**src/rtl/cpu_pkg.sv**
```systemverilog
// Purpose : shared fetch-side types and constants for the pipelined CPU front end.
// Latency : n/a (package only).
// Backpr. : n/a. Exports RESET_PC default, INSTR_W, PC_INC and fetch_entry_t {pc, instr}.
package cpu_pkg;

  localparam logic [31:0] RESET_PC = 32'h0000_0000;
  localparam int          INSTR_W  = 32;
  localparam logic [31:0] PC_INC   = 32'd4;

  typedef struct packed {
    logic [31:0]        pc;
    logic [INSTR_W-1:0] instr;
  } fetch_entry_t;

endpackage

```
**src/rtl/if_sync_fifo.sv**
```systemverilog
// Purpose : synchronous FIFO holding fetched entries; storage plus rd/wr pointers and occupancy.
// Latency : a pushed entry is readable at the head the cycle after the push edge.
// Backpr. : caller must not push when full without a same-cycle pop; flush empties it in one edge.
// Ports   : clk, rst (async high); push_i/pop_i/flush_i; wdata_i -> rdata_o (head, raw);
//           count_o (0..DEPTH), full_o, empty_o.
module if_sync_fifo #(
  parameter  int DEPTH = 4,
  parameter  int W     = 64,
  localparam int PW    = $clog2(DEPTH)
) (
  input  logic          clk,
  input  logic          rst,
  input  logic          push_i,
  input  logic          pop_i,
  input  logic          flush_i,
  input  logic [W-1:0]  wdata_i,
  output logic [W-1:0]  rdata_o,
  output logic [PW:0]   count_o,
  output logic          full_o,
  output logic          empty_o
);

  localparam logic [PW-1:0] PTR_ONE  = {{(PW-1){1'b0}}, 1'b1};
  localparam logic [PW:0]   CNT_ONE  = {{PW{1'b0}}, 1'b1};
  localparam logic [PW:0]   FULL_CNT = (PW+1)'(DEPTH);

  logic [W-1:0]  mem_q [DEPTH];
  logic [PW-1:0] rd_q, wr_q;
  logic [PW:0]   cnt_q;
  logic          do_push, do_pop;

  assign empty_o = (cnt_q == '0);
  assign full_o  = (cnt_q == FULL_CNT);
  assign count_o = cnt_q;
  assign rdata_o = mem_q[rd_q];

  // Flush wins: nothing is written on a flush edge.
  assign do_push = push_i & ~flush_i;
  assign do_pop  = pop_i & ~empty_o;

  always_ff @(posedge clk or posedge rst) begin
    if (rst) begin
      rd_q  <= '0;
      wr_q  <= '0;
      cnt_q <= '0;
    end else if (flush_i) begin
      rd_q  <= '0;
      wr_q  <= '0;
      cnt_q <= '0;
    end else begin
      if (do_push) wr_q <= wr_q + PTR_ONE;
      if (do_pop)  rd_q <= rd_q + PTR_ONE;
      case ({do_push, do_pop})
        2'b10:   cnt_q <= cnt_q + CNT_ONE;
        2'b01:   cnt_q <= cnt_q - CNT_ONE;
        default: cnt_q <= cnt_q;
      endcase
    end
  end

  // Storage needs no reset: the head is only visible while count is non-zero.
  always_ff @(posedge clk) begin
    if (do_push) mem_q[wr_q] <= wdata_i;
  end

endmodule

```
**src/rtl/if_prefetch_queue.sv**
```systemverilog
// Purpose : instruction-fetch front end; drives ROM word address, queues {pc, instr} for decode.
// Latency : fetched word reaches the head 1 cycle after its address; redirect target after 2.
// Backpr. : id_ready low fills the queue to DEPTH, then pc and rom_addr hold until a pop.
// Ports   : clk, rst (async high); rom_addr/rom_data to ROM; redirect/redirect_pc from EX;
//           id_valid/id_ready/id_instr/id_pc to decode (registered state only).
module if_prefetch_queue #(
  parameter int          DEPTH    = 4,
  parameter int          ADDR_W   = 10,
  parameter logic [31:0] RESET_PC = cpu_pkg::RESET_PC
) (
  input  logic              clk,
  input  logic              rst,
  output logic [ADDR_W-1:0] rom_addr,
  input  logic [31:0]       rom_data,
  input  logic              redirect,
  input  logic [31:0]       redirect_pc,
  output logic              id_valid,
  input  logic              id_ready,
  output logic [31:0]       id_instr,
  output logic [31:0]       id_pc
);

  import cpu_pkg::*;

  localparam int CW = $clog2(DEPTH) + 1;

  logic [31:0]  pc_q, pc_d;
  fetch_entry_t wr_entry, rd_entry;
  logic [CW-1:0] count;
  logic          full, empty;
  logic          push, pop;

  assign id_valid = (count != '0);
  assign pop      = id_valid & id_ready;
  // A same-cycle pop frees a slot, so a full queue can still fetch while draining.
  assign push     = ~redirect & (~full | pop);

  assign rom_addr = pc_q[ADDR_W+1:2];
  assign wr_entry = '{pc: pc_q, instr: rom_data};

  always_comb begin
    pc_d = pc_q;
    if (redirect)  pc_d = {redirect_pc[31:2], 2'b00};
    else if (push) pc_d = pc_q + PC_INC;
  end

  always_ff @(posedge clk or posedge rst) begin
    if (rst) pc_q <= RESET_PC;
    else     pc_q <= pc_d;
  end

  if_sync_fifo #(
    .DEPTH (DEPTH),
    .W     ($bits(fetch_entry_t))
  ) u_fifo (
    .clk     (clk),
    .rst     (rst),
    .push_i  (push),
    .pop_i   (pop),
    .flush_i (redirect),
    .wdata_i (wr_entry),
    .rdata_o (rd_entry),
    .count_o (count),
    .full_o  (full),
    .empty_o (empty)
  );

  // Stale storage must not leak out when the queue is empty.
  assign id_instr = empty ? '0 : rd_entry.instr;
  assign id_pc    = empty ? '0 : rd_entry.pc;

endmodule

```
**config.mk**
```make
export PLATFORM = sky130hd
export DESIGN_NAME = if_prefetch_queue
export DESIGN_NICKNAME = d
export VERILOG_FILES = /design/src/rtl/cpu_pkg.sv /design/src/rtl/if_sync_fifo.sv /design/src/rtl/if_prefetch_queue.sv
export SDC_FILE = /design/constraint.sdc
export NUM_CORES = 1
export LEC_CHECK = 0
export BUFFER_PORTS_ARGS = -buffer_cell sky130_fd_sc_hd__buf_2
export CAP_MARGIN = 20
export CORE_MARGIN = 3
export CORE_UTILIZATION = 54
export CTS_CLUSTER_DIAMETER = 150
export DETAILED_ROUTE_END_ITERATION = 16
export PLACE_DENSITY = 0.84
export SETUP_SLACK_MARGIN = 0.3
export SYNTH_ARGS = -nofsm -noshare
export SYNTH_HDL_FRONTEND = slang
export SYNTH_SLANG_ARGS = --single-unit
```
**constraint.sdc**
```tcl
create_clock -name clk -period 3.46 [get_ports clk]
set_input_delay 0.692 -clock clk [delete_from_list [all_inputs] [get_ports clk]]
set_output_delay 0.692 -clock clk [all_outputs]
set_load 0.005 [all_outputs]
```
* Word level (Yosys, flattened, before mapping)
Memory sizes are Yosys's and may differ from the RTL's.
Index checks and enable logic that the tools add are counted.
** Word-level totals
- Register bits :: 39
- Latch bits :: 0
- Bits in writable memories :: 256
- Bits in read-only memories :: 0
- Input bits :: 68
- Output and inout port bits :: 75
- Word-level logic and storage cells :: 39
- Memories :: 1
** Operators by class
- Add/sub/neg operators :: 5
- Multiply operators :: 0
- Divide/modulo/power cells :: 0
- Magnitude comparators :: 0
- Equal/unequal tests :: 3
- Shift-type cells :: 0
- Muxes and demuxes :: 12
- Bitwise operators :: 8
- Reduce and logical (&&, ||, !) cells :: 6
** Memories
- u_fifo.mem_q :: words 4, width 64, read ports 1, clocked after Yosys merged registers in 0, wr ports 1, line if_sync_fifo.sv:27 : logic [W-1:0] mem_q [DEPTH];
** Operators with widths (number)
- 2-to-1 mux 32 bit :: 4
- adder 32 x 3 -> 32 bit (second input constant) :: 1
- 2-to-1 mux 2 bit :: 4
- one-hot mux 3 bit (2 select lines) :: 1
- nonzero test 2 bit :: 3
- nonzero test 3 bit :: 2
- adder 2 x 1 -> 2 bit (second input constant) :: 2
- AND 1 bit :: 4
- adder 3 x 1 -> 3 bit (second input constant) :: 1
- equality test 3 bit (second input constant) :: 1
- zero test 3 bit :: 1
- 2-to-1 mux 3 bit :: 1
- inverter 1 bit :: 3
- subtractor 3 x 1 -> 3 bit (second input constant) :: 1
- equality test 2 x 1 -> 1 bit (second input constant) :: 1
- equality test 2 bit (second input constant) :: 1
- 2-to-1 mux 1 bit :: 2
- bitwise OR 1 bit :: 1

* Logic depth before layout (Yosys ltp)
Gate-level depths: netlist of run 1.
- Word-level depth :: 8
- Depth in mapped cells :: 7
- Gate-level depth less buffers :: 6

* Hierarchy
From an unflattened synthesis of run 1, not the netlist that was laid out.
** Second synthesis, totals
- Cells, all modules :: 703
- Area, all modules :: 12265.5 sq um
** By module, submodules not included
- if_sync_fifo :: times used 1, cells an instance 385, area each 9729.3 sq um, sequential area each 7862.5 sq um
- if_prefetch_queue :: times used 1, cells an instance 318, area each 2536.2 sq um, sequential area each 750.7 sq um

* Worst setup path after synthesis of run 1
No wires, ideal clock.
- Path kind :: input -> register
- Start :: input port id_ready
- End :: memory u_fifo.mem_q[0][0], enable pin
- Library setup time :: 0.427 ns
- Data arrival time :: 2.574 ns
- Required time :: 3.033 ns
- Slack :: 0.460 ns
- Stages :: 4
- Path buffers :: 1
- Path through :: buf_2 > nor4b_1 > nor2_1 > and2_1
** On the way
- Word-level cells in the longest chain between the ends :: 6
** RTL lines
- start, declared :: line if_prefetch_queue.sv:18 : input logic id_ready,
- AND 1 bit :: line if_prefetch_queue.sv:34 : assign pop = id_valid & id_ready;
- bitwise OR 1 bit :: line if_prefetch_queue.sv:36 : assign push = ~redirect & (~full | pop);
- AND 1 bit :: line if_prefetch_queue.sv:36
- AND 1 bit :: line if_sync_fifo.sv:38 : assign do_push = push_i & ~flush_i;
- 2-to-1 mux 1 bit :: line if_sync_fifo.sv:63 : if (do_push) mem_q[wr_q] <= wdata_i;
- 2-to-1 mux 1 bit (implied by the code) :: line if_sync_fifo.sv:63
- end, declared :: line if_sync_fifo.sv:27
No other way between the ends.

* Worst setup path in the final report of run 1
- Start :: register u_fifo.rd_q[1]
- End :: output port id_pc[14]
** On the way
- Word-level cells in the longest chain between the ends :: 2
** RTL lines
- start, declared :: line if_sync_fifo.sv:28 : logic [PW-1:0] rd_q, wr_q;
- start signal, assigned :: line if_sync_fifo.sv:52 : if (do_pop) rd_q <= rd_q + PTR_ONE;
- memory read (4 x 64 bit)
- 2-to-1 mux 32 bit :: line if_prefetch_queue.sv:70 : assign id_pc = empty ? '0 : rd_entry.pc;
- end, declared :: line if_prefetch_queue.sv:20 : output logic [31:0] id_pc
No other way between the ends.

==> metrics.cfg, run 1 <==
[worst_setup_path]
cp_max_fo = 21
critical_path_buf_inv_count = 2
r2r_start = u_fifo.count_o[1]
endpoint_kind = primary output
critical_path.slowest_cell = dfrtp_2
slowest_delay_ps = 750
required_ps = 2770
r2r_cells = 5
cp_top_family = flip-flops
r2r_slack_ps = 1190
startpoint_type = flop
reg2reg_to = pc_q[20]
path_class = reg2out
arrival_ps = 2260
cp.depth = 4
crit_chain = buf_4 -> mux4_2 -> and2_1 -> buf_2

[timing]
finalMaxSlewViolations = 0
setup_violations = 0
timing.final.crit_period_ps = 2950
max_freq_mhz = 339
period_share = 0.854
rsz0062_at_grt = false
worst_slack_ps = 507
worst_slew_pin_slew_ps = 989
finalClockSkew_ps = 17.7
slew-limit-headroom = 0.341
timing.final.hold_violations = 0
fin_setup_tns_ps = 0

[finish]
final_common_cell = edfxtp_1
syn_to_final_growth_pct = 16.2
num_antenna_cells = 0
final_cell_mix = edfxtp_1, buf_2, and2_1
drive_gt1_frac = 0.319
final_nets = 867
finalInstanceArea_um2 = 13500
fillers = 1461
fin_util = 0.640

[clock_network]
numClockSinks = 285
h-tree-depth = 1
clock_path_buffers = 3
hold_buffers = 0
clock_latency_ps = 530
cts-root-buf = clkbuf_16
cts_buffers = 28
cts.clk_slew.worst_paths_ps = 60
cts_tree = built

[floorplan]
std_cell_rows = 53
start_util = 0.551
io_pins = 143
die_y_um = 153
die_area_um2 = 23300
core_region_area_um2 = 21100
fp.dieW_um = 153

[power]
netSwitchingFraction = 0.255
worst_ir_drop_vdd_mv = 0.412
p_sw_mw = 2.37
powerDensity_nw_per_um2 = 687
p_comb_frac = 0.213
pwr-share-clk = 0.325
p_leak_nw = 4.75
internal-power_mw = 6.91
share_seq_of_total_power = 0.462

[synthesis]
synth.cell_area_um2 = 11600
ys_dominant_reg_cell = edfxtp_1
synthTopCellsByArea = edfxtp_1, mux4_2, dfrtp_1
seq_area_frac_synth = 0.721
synth_cell_types = 41
synth_top_cell_by_area = edfxtp_1
synth_top_area_frac = 0.641
synth_area_per_cell_um2 = 17.6
async_reset_ff_frac = 0.130
ys_warn_count = 0
synthCells = 659
synth_edf_count = 248
ys_ff_latch = 285

[place]
place_area_um2 = 12500
gp_congestion = 0.787
dpl.hpwl_um = 13600
post-place-ws_ps = 834
portBuffers = 138

[detailed_routing]
drt-initial-drc-count = 442
ant_nets = 0
drc_errors = 0
vias = 6247
viasPerCell = 5.73
finalWirelength_um = 22800
dr.pass1.iters = 4
avgRoutedWirePerCell_um = 21.0

[hold_path]
hp-class = in2async

[global_routing]
grt_pass1_wl_um = 36500
grt.overflow.total = 0
track_usage = 0.197
grt_pass1_vias = 6529
grt_max_degree = 71
antenna_found_initial = 0

[job]
cap_violations = 0

[outcome]
status = finished clean

[worst max path at each step]
stage / startpoint / to / slack (ps)
after floorplan: id_ready / u_fifo.mem_q[0][0] / 460
after global placement: id_ready / u_fifo.mem_q[2][12] / 880
after detailed placement: id_ready / u_fifo.mem_q[3][41] / 830
after CTS: u_fifo.count_o[1] / id_instr[3] / 310
after global routing: u_fifo.rd_q[1] / id_pc[14] / 390
final: u_fifo.rd_q[1] / id_pc[14] / 510
[state kept, by name, indices dropped and copies added (netlist names)]
name and cells:
u_fifo.wr_q 2, u_fifo.mem_q 248, u_fifo.rd_q 2, pc_q 30, u_fifo.count_o 3
[worst reg2reg max path, cell delays in order, from the launching register on]
cell	delay [ps]
dfrtp_1	460
or4b_1	820
nand4_1	440
nor2_1	140
xnor2_1	170
o21ai_0	100
[kinds of logic (layout without fill, tap and decap cells)]
group | after synthesis | after routing | share of synthesized area
DFF | 285 | 285 | 0.721
and+or+nand+nor | 188 | 188 | 0.0908
muxes | 64 | 64 | 0.122
buffers and inverters | 51 | 206 | 0.0216
AOI/OAI and AO/OA | 36 | 36 | 0.0163
xor gates and xnor gates | 28 | 28 | 0.0211
adders and majority gates | 6 | 6 | 0.00711
other | 1 | 2 | 0.000323
[synth_stat cells (4+ instances only)]
cell type  instances
inv_1              7
xor2_1             9
nand2_1           42
clkbuf_1          20
nand4_1           12
xnor2_1           19
buf_2              9
ha_1               5
edfxtp_1         248
nand3_1           12
nor2_1            18
nor3_1             8
and2_1            68
and4_1             4
mux4_2            62
dfrtp_1           37
o21ai_0           28
buf_4             13
a21oi_1            4
[layer usage]
metal	global-route usage	wire length [um]
met4	0.0454	376
met5	0	0
met2	0.322	11200
met3	0.0426	1630
met1	0.279	9690
[power groups by stage]
stage | clock [mW] | sequential [mW] | combinational (mW)
2_1_floorplan | 0 | 4.26 | 1.27
3_3_place_gp | 0 | 4.36 | 1.94
3_5_place_dp | 0 | 4.38 | 1.97
4_1_cts | 3.08 | 4.31 | 1.98
5_1_grt | 3.22 | 4.32 | 2.19
6_report | 3.02 | 4.28 | 1.98
[per-stage QoR]
step / total power, mW / hold slack [ps] / cells
5_1_grt: 9.72 / 363 / 1090
3_3_place_gp: 6.29 / 547 / 1037
6_report: 9.28 / 370 / 1090
3_5_place_dp: 6.34 / 550 / 1037
4_1_cts: 9.37 / 349 / 1089
2_1_floorplan: 5.53 / 495 / 660
[area by class of cell]
class                   count  area [um2]  area share
flip-flops and latches    285        8380       0.620
multi-input cells         324        3010       0.223
clock buffers              41         833      0.0617
repair buffers            147         807      0.0598
well taps                 275         344      0.0255
clock inverters            11         103     0.00760
inverters                   7        26.3     0.00195
[timing repair]
action / 4_1_cts / 5_1_grt
gates resized for setup: 1 / 2
setup buffers: 0 / 1
setup endpoints to repair: 5 / 36
No activity file was read; power rests on OpenSTA's default activity.
==> inputs of run 2 (changes only) <==
Settings changed: PLACE_DENSITY 0.84 to 0.75.
==> metrics.cfg, run 2 (synthesis results as in run 1) <==
[outcome]
status = finished clean

[hold_path]
hp-class = in2async

[global_routing]
antenna_found_initial = 0
grt.overflow.total = 0
grt_max_degree = 71
met3_usage = 0.0341
grt_use_met2 = 0.330
track_usage = 0.192
grt_pass1_vias = 6487
grt_pass1_wl_um = 35600
use_met1 = 0.262
grt.busiest_layer = met2

[worst_setup_path]
arrival_ps = 2310
cp_max_fo = 21
required_ps = 2770
r2r_cells = 6
endpoint_kind = primary output
startpoint_type = flop
path_class = reg2out

[clock_network]
numClockSinks = 285
clock_path_buffers = 3
hold_buffers = 0
clock_latency_ps = 520
cts.clk_slew.worst_paths_ps = 60
cts_buffers = 28
cts-root-buf = clkbuf_16
cts_tree = built
h-tree-depth = 1

[power]
p_leak_nw = 4.76
internal-power_mw = 6.93
share_seq_of_total_power = 0.463
pwr-share-clk = 0.327
p_sw_mw = 2.31
p_comb_frac = 0.211
netSwitchingFraction = 0.250
worst_ir_drop_vdd_mv = 0.471
powerDensity_nw_per_um2 = 684

[floorplan]
io_pins = 143
die_area_um2 = 23300
std_cell_rows = 53
core_region_area_um2 = 21100
fp.dieW_um = 153
die_y_um = 153
start_util = 0.551

[finish]
syn_to_final_growth_pct = 16.3
drive_gt1_frac = 0.319
regMostFlops = u_fifo.mem_q
fin_util = 0.641
final_nets = 869
final_cell_mix = edfxtp_1, buf_2, and2_1
largest_reg_flops = 248
final_common_cell = edfxtp_1
num_antenna_cells = 0

[timing]
fin_setup_tns_ps = 0
finalClockSkew_ps = 18.2
rsz0062_at_grt = false
max_freq_mhz = 333
slew-limit-headroom = 0.335
worst_slew_pin_slew_ps = 998
timing.final.hold_violations = 0
timing.final.crit_period_ps = 3000
finalMaxSlewViolations = 0
setup_violations = 0
period_share = 0.868

[place]
dpl.hpwl_um = 13300
portBuffers = 138
gp_congestion = 0.773

[detailed_routing]
finalWirelength_um = 22400
dr.pass1.iters = 5
avgRoutedWirePerCell_um = 20.5
ant_nets = 0
drt-initial-drc-count = 387
viasPerCell = 5.68
drc_errors = 0
vias = 6206

[job]
cap_violations = 0

[run 2: cell types whose count changed in the layout (fill, tap and decap cells not counted), sizes merged]
cell,before,now
clkinv,8,3
buf,147,149
clkinvlp,1,0
bufinv,2,3
clkbuf,41,46
[run 2: power groups by stage]
stage	Clock (mW)	Sequential [mW]	Combinational (mW)
after floorplan	0	4.26	1.27
after global placement	0	4.35	1.91
after detailed placement	0	4.38	1.94
after CTS	3.08	4.28	2.01
after global routing	3.23	4.31	2.15
final	3.02	4.27	1.95
[run 2: what timing repair did]
action                                 CTS  global route
endpoints found under the hold margin    0             0
setup buffers                            2             0
resized for setup                        0             0
setup endpoints to repair                6             0
[run 2: stage by stage]
stage	std cells	power [mW]	hold WS, ps	instance area (um2)	setup slack, ps
2_1_floorplan	660	5.53	495	11600	460
3_3_place_gp	1037	6.26	535	12500	866
3_5_place_dp	1037	6.33	552	12500	848
4_1_cts	1091	9.36	356	13500	411
5_1_grt	1092	9.69	261	13500	354
6_report	1092	9.24	248	13500	457
[run 2: area by class of cell]
class / count / area, um2
flip-flops and latches: 285 / 8380
fillers: 1498 / 7580
multi-input cells: 324 / 3010
clock buffers: 46 / 830
repair buffers: 149 / 818
well taps: 275 / 344
clock inverters: 6 / 105
inverters: 7 / 26.3
[run 2: final timing paths]
kind	from	to	slack, ps
max reg2reg	u_fifo.count_o[1]	u_fifo.count_o[1]	1130
max in group asynchronous	rst	pc_q[23]	2490
min reg2reg	pc_q[14]	u_fifo.mem_q[0][46]	560
min in group clk	redirect_pc[12]	pc_q[12]	370
min	rst	pc_q[12]	250
max	u_fifo.rd_q[1]	id_instr[23]	460
[run 2: critical path, cell delays in order, from the launching register on]
cell and delay [ps]:
dfrtp_2 750, buf_4 400, mux4_2 350, and2_1 170, buf_2 120
[run 2: per-layer routing]
metal	routed length [um]	up-vias
met2	11500	205
met1	9210	3167
li1	-	2804
met5	0	-
met3	1350	30
met4	301	0
